<file path="src/rtl/coeff_loader_if.sv">
// Host-link and cell-bank signal bundle for the coefficient loader.
// The slave modport is the loader's view; the master modport is the view of
// whatever drives the byte stream and observes the cell bus (host or bench).
interface coeff_loader_if #(
   parameter int WIDTH = 24,
   parameter int DEPTH = 16
);
   logic             start;
   logic             in_valid;
   logic             in_ready;
   logic [7:0]       in_data;
   logic [DEPTH-1:0] cell_ce;
   logic             cell_we;
   logic [WIDTH-1:0] cell_d;
   logic             busy;
   logic             done;
   logic             error;

   modport slave (
      input  start, in_valid, in_data,
      output in_ready, cell_ce, cell_we, cell_d, busy, done, error
   );

   modport master (
      output start, in_valid, in_data,
      input  in_ready, cell_ce, cell_we, cell_d, busy, done, error
   );
endinterface

</file>
<file path="src/rtl/coeff_loader.sv">
// coeff_loader: fills the decision-tree coefficient cells from a framed,
// MSB-first byte stream (header N, then N words of WIDTH/8 bytes).
// Optional feature macro COEFF_LOADER_CHECKSUM_EN adds a trailing XOR
// checksum byte and a CHECK state; without it the frame ends after the
// last payload byte.
module coeff_loader #(
   parameter int WIDTH = 24,
   parameter int DEPTH = 16
) (
   input  logic          clk,
   input  logic          reset,
   coeff_loader_if.slave bus
);

   localparam int BYTES = WIDTH / 8;
   localparam int BCW   = (BYTES > 1) ? $clog2(BYTES) : 1;

   typedef enum logic [1:0] {
      IDLE   = 2'd0,
      HEADER = 2'd1,
      DATA   = 2'd2
`ifdef COEFF_LOADER_CHECKSUM_EN
      , CHECK = 2'd3
`endif
   } state_t;

   state_t           r_state,   w_state;
   logic [7:0]       r_count,   w_count;
   logic [7:0]       r_addr,    w_addr;
   logic [BCW-1:0]   r_byteCnt, w_byteCnt;
   logic [WIDTH-1:0] r_word,    w_word;
   logic [DEPTH-1:0] r_ce,      w_ce;
   logic             r_we,      w_we;
   logic [WIDTH-1:0] r_d,       w_d;
   logic             r_busy,    w_busy;
   logic             r_done,    w_done;
   logic             r_error,   w_error;
`ifdef COEFF_LOADER_CHECKSUM_EN
   logic [7:0]       r_csum,    w_csum;
`endif

   logic             w_accept;
   logic [WIDTH+7:0] w_ext;
   logic [WIDTH-1:0] w_asm;
   logic             w_badHeader;

   // The loader can take a byte in every state except IDLE.
   assign bus.in_ready = (r_state != IDLE);
   assign w_accept     = bus.in_valid && (r_state != IDLE);

   // Shift the new byte in below the partial word; the top byte falls off.
   assign w_ext = {r_word, bus.in_data};
   assign w_asm = w_ext[WIDTH-1:0];

   // A header of zero words or more words than cells cannot be honoured.
   assign w_badHeader = (bus.in_data == 8'd0) || ({24'd0, bus.in_data} > 32'(DEPTH));

   assign bus.cell_ce = r_ce;
   assign bus.cell_we = r_we;
   assign bus.cell_d  = r_d;
   assign bus.busy    = r_busy;
   assign bus.done    = r_done;
   assign bus.error   = r_error;

   // State register and all registered outputs; reset drops any pending strobe.
   always_ff @(posedge clk) begin
      if (reset) begin
         r_state   <= IDLE;
         r_count   <= '0;
         r_addr    <= '0;
         r_byteCnt <= '0;
         r_word    <= '0;
         r_ce      <= '0;
         r_we      <= 1'b0;
         r_d       <= '0;
         r_busy    <= 1'b0;
         r_done    <= 1'b0;
         r_error   <= 1'b0;
`ifdef COEFF_LOADER_CHECKSUM_EN
         r_csum    <= '0;
`endif
      end else begin
         r_state   <= w_state;
         r_count   <= w_count;
         r_addr    <= w_addr;
         r_byteCnt <= w_byteCnt;
         r_word    <= w_word;
         r_ce      <= w_ce;
         r_we      <= w_we;
         r_d       <= w_d;
         r_busy    <= w_busy;
         r_done    <= w_done;
         r_error   <= w_error;
`ifdef COEFF_LOADER_CHECKSUM_EN
         r_csum    <= w_csum;
`endif
      end
   end

   // Frame sequencing: next state plus the values the output registers take.
   // Strobes and done are single-cycle, so they default low every cycle.
   always_comb begin
      w_state   = r_state;
      w_count   = r_count;
      w_addr    = r_addr;
      w_byteCnt = r_byteCnt;
      w_word    = r_word;
      w_ce      = '0;
      w_we      = 1'b0;
      w_d       = r_d;
      w_busy    = r_busy;
      w_done    = 1'b0;
      w_error   = r_error;
`ifdef COEFF_LOADER_CHECKSUM_EN
      w_csum    = r_csum;
`endif

      case (r_state)
         IDLE: begin
            if (bus.start) begin
               w_state   = HEADER;
               w_error   = 1'b0;
               w_addr    = '0;
               w_byteCnt = '0;
               w_busy    = 1'b1;
`ifdef COEFF_LOADER_CHECKSUM_EN
               w_csum    = '0;
`endif
            end
         end

         HEADER: begin
            if (w_accept) begin
               if (w_badHeader) begin
                  w_state = IDLE;
                  w_error = 1'b1;
                  w_busy  = 1'b0;
               end else begin
                  w_count = bus.in_data;
                  w_state = DATA;
               end
            end
         end

         DATA: begin
            if (w_accept) begin
               w_word = w_asm;
`ifdef COEFF_LOADER_CHECKSUM_EN
               w_csum = r_csum ^ bus.in_data;
`endif
               if (r_byteCnt == BCW'(BYTES - 1)) begin
                  w_byteCnt = '0;
                  w_ce      = DEPTH'(1) << r_addr;
                  w_we      = 1'b1;
                  w_d       = w_asm;
                  w_addr    = r_addr + 8'd1;
                  if (r_addr == r_count - 8'd1) begin
`ifdef COEFF_LOADER_CHECKSUM_EN
                     w_state = CHECK;
`else
                     w_state = IDLE;
                     w_done  = 1'b1;
                     w_busy  = 1'b0;
`endif
                  end
               end else begin
                  w_byteCnt = r_byteCnt + BCW'(1);
               end
            end
         end

`ifdef COEFF_LOADER_CHECKSUM_EN
         CHECK: begin
            if (w_accept) begin
               w_state = IDLE;
               w_busy  = 1'b0;
               if (bus.in_data == r_csum) begin
                  w_done = 1'b1;
               end else begin
                  w_error = 1'b1;
               end
            end
         end
`endif

         default: begin
            w_state = IDLE;
         end
      endcase
   end

endmodule
</file>
<file path="src/flat_wrapper.sv">
// flat-port wrapper written by rule: the top's interface ports become plain ports
module coeff_loader_flat 
#(
   parameter int WIDTH = 24,
   parameter int DEPTH = 16
)
  (clk, reset, bus_start, bus_in_valid, bus_in_data, bus_in_ready, bus_cell_ce, bus_cell_we, bus_cell_d, bus_busy, bus_done, bus_error);
  coeff_loader_if #(.WIDTH(WIDTH), .DEPTH(DEPTH)) bus_i ();
  input  logic clk;
  input  logic reset;
  input wire logic [$bits(bus_i.start)-1:0] bus_start;
  input wire logic [$bits(bus_i.in_valid)-1:0] bus_in_valid;
  input wire logic [$bits(bus_i.in_data)-1:0] bus_in_data;
  output wire logic [$bits(bus_i.in_ready)-1:0] bus_in_ready;
  output wire logic [$bits(bus_i.cell_ce)-1:0] bus_cell_ce;
  output wire logic [$bits(bus_i.cell_we)-1:0] bus_cell_we;
  output wire logic [$bits(bus_i.cell_d)-1:0] bus_cell_d;
  output wire logic [$bits(bus_i.busy)-1:0] bus_busy;
  output wire logic [$bits(bus_i.done)-1:0] bus_done;
  output wire logic [$bits(bus_i.error)-1:0] bus_error;
  assign bus_i.start = bus_start;
  assign bus_i.in_valid = bus_in_valid;
  assign bus_i.in_data = bus_in_data;
  assign bus_in_ready = bus_i.in_ready;
  assign bus_cell_ce = bus_i.cell_ce;
  assign bus_cell_we = bus_i.cell_we;
  assign bus_cell_d = bus_i.cell_d;
  assign bus_busy = bus_i.busy;
  assign bus_done = bus_i.done;
  assign bus_error = bus_i.error;
  coeff_loader #(.WIDTH(WIDTH), .DEPTH(DEPTH)) u_core (.clk(clk), .reset(reset), .bus(bus_i));
endmodule
</file>
<file path="config.mk">
export PLATFORM = sky130hd
export DESIGN_NAME = coeff_loader_flat
export DESIGN_NICKNAME = d
export VERILOG_FILES = /design/src/rtl/coeff_loader_if.sv /design/src/rtl/coeff_loader.sv /design/src/flat_wrapper.sv
export SDC_FILE = /design/constraint.sdc
export NUM_CORES = 1
export LEC_CHECK = 0
export CAP_MARGIN = 30
export CORE_ASPECT_RATIO = 0.9
export CORE_UTILIZATION = 56
export DETAILED_ROUTE_END_ITERATION = 8
export HOLD_SLACK_MARGIN = 0.08
export PLACE_DENSITY_LB_ADDON = 0.05
export SLEW_MARGIN = 5
export SYNTH_ARGS = -nofsm -noshare
export SYNTH_HDL_FRONTEND = slang
export SYNTH_SLANG_ARGS = --single-unit
</file>
<file path="constraint.sdc">
create_clock -name clk -period 6.1 [get_ports clk]
set_input_delay 1.22 -clock clk [delete_from_list [all_inputs] [get_ports clk]]
set_output_delay 1.22 -clock clk [all_outputs]
set_load 0.05 [all_outputs]
</file>
* Yosys cells after proc, flatten, opt, wreduce, memory -nomap -nowiden *
Index checks and enable logic that the tools add are counted.

word-level totals
  bits in registers = 80
  word-level logic and storage cells = 76
  output and inout bits = 45
  input bits = 12

cells by class
  eq/ne operators = 10
  reductions and logical operators = 18
  $lt $le $gt $ge = 1
  bitwise logic cells = 4
  muxes and demuxes = 28
  shifts and indexed selects = 1
  $add $sub $neg = 3

operator list
  operator              number
  $mux 8                3
  $mux 2                9
  $pmux 8 s2            1
  $shl 1x8->16 const A  1
  $mux 1                11
  $ne 2x1->1 const B    5
  $reduce_and 3->1      3
  $add 8x1->8 const B   1
  $eq 8x8->1            1
  $gt 8x5->1 const B    1
  $logic_not 8->1       1
  $reduce_and 4->1      2
  $sub 8x1->8 const B   1
  $reduce_and 7->1      1
  $pmux 2 s3            1
  $reduce_bool 2->1     3
  $reduce_and 5->1      1
  $eq 2x2->1 const B    2
  $not 1->1             4
  $pmux 2 s2            1
  $reduce_or 4->1       1
  $pmux 1 s3            1
  $reduce_bool 3->1     1
  $reduce_or 3->1       1
  other kinds (8)       8

* Longest topological paths before layout *
  depth after elaboration = 6
  gate-level depth with buffers = 8
  gate-level depth less buffers = 8

* Worst setup path after synthesis *
No wires, ideal clock.

  kind = input to register
  start point = input bus_in_data[0]
  end point = register u_core.r_count[0]
  arrival = 2,317 ps
  required time = 6,030 ps
  setup time = 70 ps
  stages on the path = 6
  setup slack = 3,712 ps
  path buffers = 0
  cell sequence = nor4_1 -> xnor2_1 -> nand2_1 -> nor2_1 -> nand2_1 -> a21oi_1

between the ends
  cells in the longest elaborated chain, start to end = 4
  elaborated cells on any way between the ends = 5
  those cells by class = order compare: 1; bitwise: 1; reduce/logical: 3

ends and longest elaborated chain
  item                                           line                RTL
  from (decl)                                    flat_wrapper.sv:13  input wire logic [$bits(bus_i.in_data)-1:0] bus_in_data;
  $gt 8x5->1 or $logic_not 8->1 (tied branches)  coeff_loader.sv:56  assign w_badHeader = (bus.in_data == 8'd0) || ({24'd0, bus.in_data} > 32'(DEPTH));
  $logic_or 1x1->1                               coeff_loader.sv:56
  $not 1->1 (no line)                            n/a
  $reduce_and 3->1 (no line)                     n/a
  to (signal assigned)                           coeff_loader.sv:84  r_count <= w_count;
  to (decl)                                      coeff_loader.sv:28  logic [7:0] r_count, w_count;

Parallel ways exist; a longest one is shown, timed or not.
A chain may end at the register's enable or synchronous reset.

* Worst setup path in the final report *
  start point = input bus_in_valid
  end point = register u_core.r_ce[0], in the netlist u_core.bus.cell_ce[0]

between the ends
  cells in the longest elaborated chain, start to end = 3

ends and longest elaborated chain
  item                       line                RTL
  from (decl)                flat_wrapper.sv:12  input wire logic [$bits(bus_i.in_valid)-1:0] bus_in_valid;
  $logic_and 1x1->1          coeff_loader.sv:49  assign w_accept = bus.in_valid && (r_state != IDLE);
  $not 1->1 (no line)        n/a
  $reduce_or 4->1 (no line)  n/a
  to (signal assigned)       coeff_loader.sv:88  r_ce <= w_ce;
  to (decl)                  coeff_loader.sv:32  logic [DEPTH-1:0] r_ce, w_ce;

Every way passes these cells.

==> flow_summary_export.csv <==
group,metric,value,unit
run_status,status,"completed",
logic_synthesis,ys_seq_elements,80,
layout,nFillCells,426,
logic_synthesis,synth_area_leaders,"dfxtp_1 51%, nand2_1 12%, a21oi_1 8.1%",
pwr,power.density,253.9,nW/um2
pwr,power_switching,0.2220,mW
layout,multi_input_area,1424,um2
clock_network,post_cts_resized,0,
pwr,p_total,1.000,mW
timing,hold_slack,454.0,ps
logic_synthesis,synth_edf_count,0,
clock_network,clock_path_buffers,2,
setup_path,crit_fanout,22,
setup_path,regToRegSetupSlack,3150,ps
pwr,p_comb_frac,0.067,
logic_synthesis,synthFlopType,"dfxtp_1",
route,ant_nets,0,
setup_path,critPathCaptureType,"flip-flop",
logic_synthesis,synth_cell_types,39,
floorplanning,start_util,0.5904,
timing,rsz0062_at_grt,"no",
hold_path,worstHoldStart,"u_core.r_word[12]$_SDFFE_PP0P_",
logic_synthesis,synth_top_area_share,0.5102,
setup_path,path_class,"in2reg",
timing,fin_crit_sh,0.5920,
clock_network,clock_sinks,80,
pwr,p_int,0.7780,mW
hold_path,hp-class,"reg2reg",
setup_path,rr_worst_depth,7,
logic_synthesis,synth_area,3139,um2
logic_synthesis,synth_top_family_by_area,"simple AND/OR/NAND/NOR gates",
timing,slew_headroom,0.4578,
route,drt_wl_total,6.532,mm
place,dpl.hpwl,4.489,mm
logic_synthesis,synthAdderAreaFrac,0.02391,
hold_path,min_to,"u_core.bus.cell_d[20]$_SDFFE_PP0P_",
logic_synthesis,netlist_instances,374,
floorplanning,die_h,73.03,um
logic_synthesis,synth_top_area_cell,"dfxtp_1",
setup_path,required,6360,ps
pwr,swShare,0.2220,
setup_path,startpoint_type,"primary input",
route,viasPerCell,5.306,
clock_network,clock_latency,350,ps
place,placed_cell_area,3702,um2
pwr,max-vdd-ir-drop,0.2024,mV
logic_synthesis,syn-num-nets,392,
pwr,p_leak,1.314,nW
layout,regArea,1602,um2
layout,n_antenna_cell,0,
setup_path,arrival,3870,ps
layout,fin_util,0.7407,
timing,finalSetupTns,0,ps
place,port-buffer-count,56,
floorplanning,io_pins,57,
route,drc,0,
clock_network,cts-htree-levels,3,
route,vias,2621,
pwr,clkPwrFrac,0.405,
global_route,grt_max_degree,62,
global_route,grt_pass1_vias,2376,
logic_synthesis,async_reset_ff_frac,0,
logic_synthesis,avgSynthCellArea,8.394,um2
floorplanning,die_w,80.92,um
route,avgRoutedWirePerCell,13.22,um
global_route,track_usage,0.2431,
hold_path,hold_path_depth,2,
floorplanning,rows,25,
timing,finalMaxSlewViolations,0,
layout,nets,441,
flow_run,maxCapViolCount,0,
route,drtIter0Drc,169,
global_route,antenna_found_initial,0,
global_route,grt-ovfl-total,0,
timing,finalCriticalPeriod,3611,ps
logic_synthesis,synth_xor_xnor_area_share,0.04982,
setup_path,r2r_end,"u_core.bus.cell_ce[0]$_SDFF_PP0_",
logic_synthesis,ys_seq_area_frac,0.5102,
layout,design_area,3939,um2
logic_synthesis,synth_compound_area_frac,0.1208,
route,dr.pass1.iters,5,
layout,drive_above_1_share,0.06323,
clock_network,cts_hold_buffers,0,
global_route,grt_pass1_wl,10.87,mm
timing,clock_skew,9.762,ps
place,gp_congestion,0.8012,
clock_network,cts_setup_buffers,0,
logic_synthesis,yosys_warnings,0,
logic_synthesis,synthMuxAreaShare,0.004783,
timing,hold_viol,0,
floorplanning,core-area,5318,um2
pwr,power_frac_seq,0.527,
floorplanning,die_area,5910,um2
clock_network,path_clk_slew,70,ps
logic_synthesis,synthSimpleGateAreaFrac,0.2543,
clock_network,root_buffer,"clkbuf_8",
setup_path,reg2reg_from,"u_core.r_state[0]$_SDFFE_PP0P_",
timing,tightest_slew,810.9,ps
clock_network,cts_tree,"yes",
timing,setup_viol,0,
clock_network,numCtsBuffers,9,
layout,area_delta_synth_final,25.47,%
timing,max_freq,276.9,MHz
## per-layer routing
layer / up-vias / global-route usage / part of all wire
met5: - / 0 / 0
met4: 0 / 0.1052 / 0.017
met3: 10 / 0.06750 / 0.049
met2: 73 / 0.3707 / 0.47
met1: 1198 / 0.3223 / 0.47
li1: 1340 / - / -
## worst max-delay path: stages
cell and delay (ps):
clkdlybuf4s50_1 560, nand3b_1 590, or2_1 560, nor3_1 500, nand3b_1 230, nor3_1 200
## registers in the layout, summed over array words and instances, names as in the netlist
signal,flops
u_core.bus.error,1
u_core.bus.cell_ce,16
u_core.r_byteCnt,2
u_core.bus.busy,1
u_core.bus.done,1
u_core.bus.cell_d,24
u_core.r_state,2
u_core.r_word,16
u_core.r_count,8
u_core.r_addr,8
u_core.bus.cell_we,1
## Yosys cell counts, drive strengths merged (2+ instances only)
cell and count:
a21oi 51, a31oi 3, and3 3, buf 3, clkbuf 18, dfxtp 80
ha 6, inv 8, nand2 99, nand2b 5, nand3 8, nand3b 4
nand4 4, nand4b 2, nor2 30, nor3 11, nor3b 3, nor4 3
o21a 2, o21ai 4, or4 2, xnor2 10, xor2 7
## power groups by stage
stage                     Clock (mW)  Combinational (mW)  Sequential, mW
after floorplan                    0              0.0366           0.545
after global placement             0              0.0642           0.539
after detailed placement           0              0.0650           0.539
after CTS                      0.409              0.0659           0.527
after global routing           0.429              0.0732           0.527
final                          0.405              0.0675           0.527
## stage by stage
step	instances	worst slack, ps
2_1_floorplan	374	3712
3_3_place_gp	477	1891
3_5_place_dp	477	1811
4_1_cts	492	2099
5_1_grt	494	2168
6_report	494	2489
## area by class of cell
class | instances | share of cell area
Inverter | 8 | 0.007624
Clock inverter | 4 | 0.01779
Sequential cell | 80 | 0.4066
Timing Repair Buffer | 59 | 0.1518
Clock buffer | 11 | 0.03335
Multi-Input combinational cell | 265 | 0.3615
Tap cell | 67 | 0.02128
## worst max-delay path by stage
stage / from / to / slack (ps) / cells after the start
final: bus_in_valid / u_core.bus.cell_ce[0]$_SDFF_PP0_ / 2490 / 6
after global routing: bus_in_valid / u_core.bus.cell_ce[0]$_SDFF_PP0_ / 2170 / 6
after CTS: bus_in_valid / u_core.bus.cell_ce[0]$_SDFF_PP0_ / 2100 / 6
after detailed placement: bus_in_valid / u_core.bus.cell_ce[0]$_SDFF_PP0_ / 1810 / 6
after global placement: bus_in_valid / u_core.bus.cell_ce[8]$_SDFF_PP0_ / 1890 / 6
after floorplan: bus_in_data[0] / u_core.r_count[0]$_SDFFE_PP0P_ / 3710 / 6
## kinds of logic after synthesis
| kind of cell | count (synthesis) |
|---|---|
| simple gates | 176 |
| flops | 80 |
| buf+inv | 29 |
| mux | 1 |
| xor+xnor | 17 |
| fa+ha+maj | 6 |
| compound gates | 65 |
## cell usage in the layout, fill, tap and decap left out, types with 3 or more instances in the layout
cell,count
nor3b_1,3
nor2_1,30
nand4_1,4
nand2_1,99
xnor2_1,9
nor3_1,11
nand3b_1,4
clkdlybuf4s50_1,55
a31oi_1,3
nand2b_1,5
a21oi_1,51
clkbuf_8,9
and3_1,3
xor2_1,7
dfxtp_1,80
nand3_1,8
ha_1,6
inv_1,7
(Power assumes the default switching activity.)
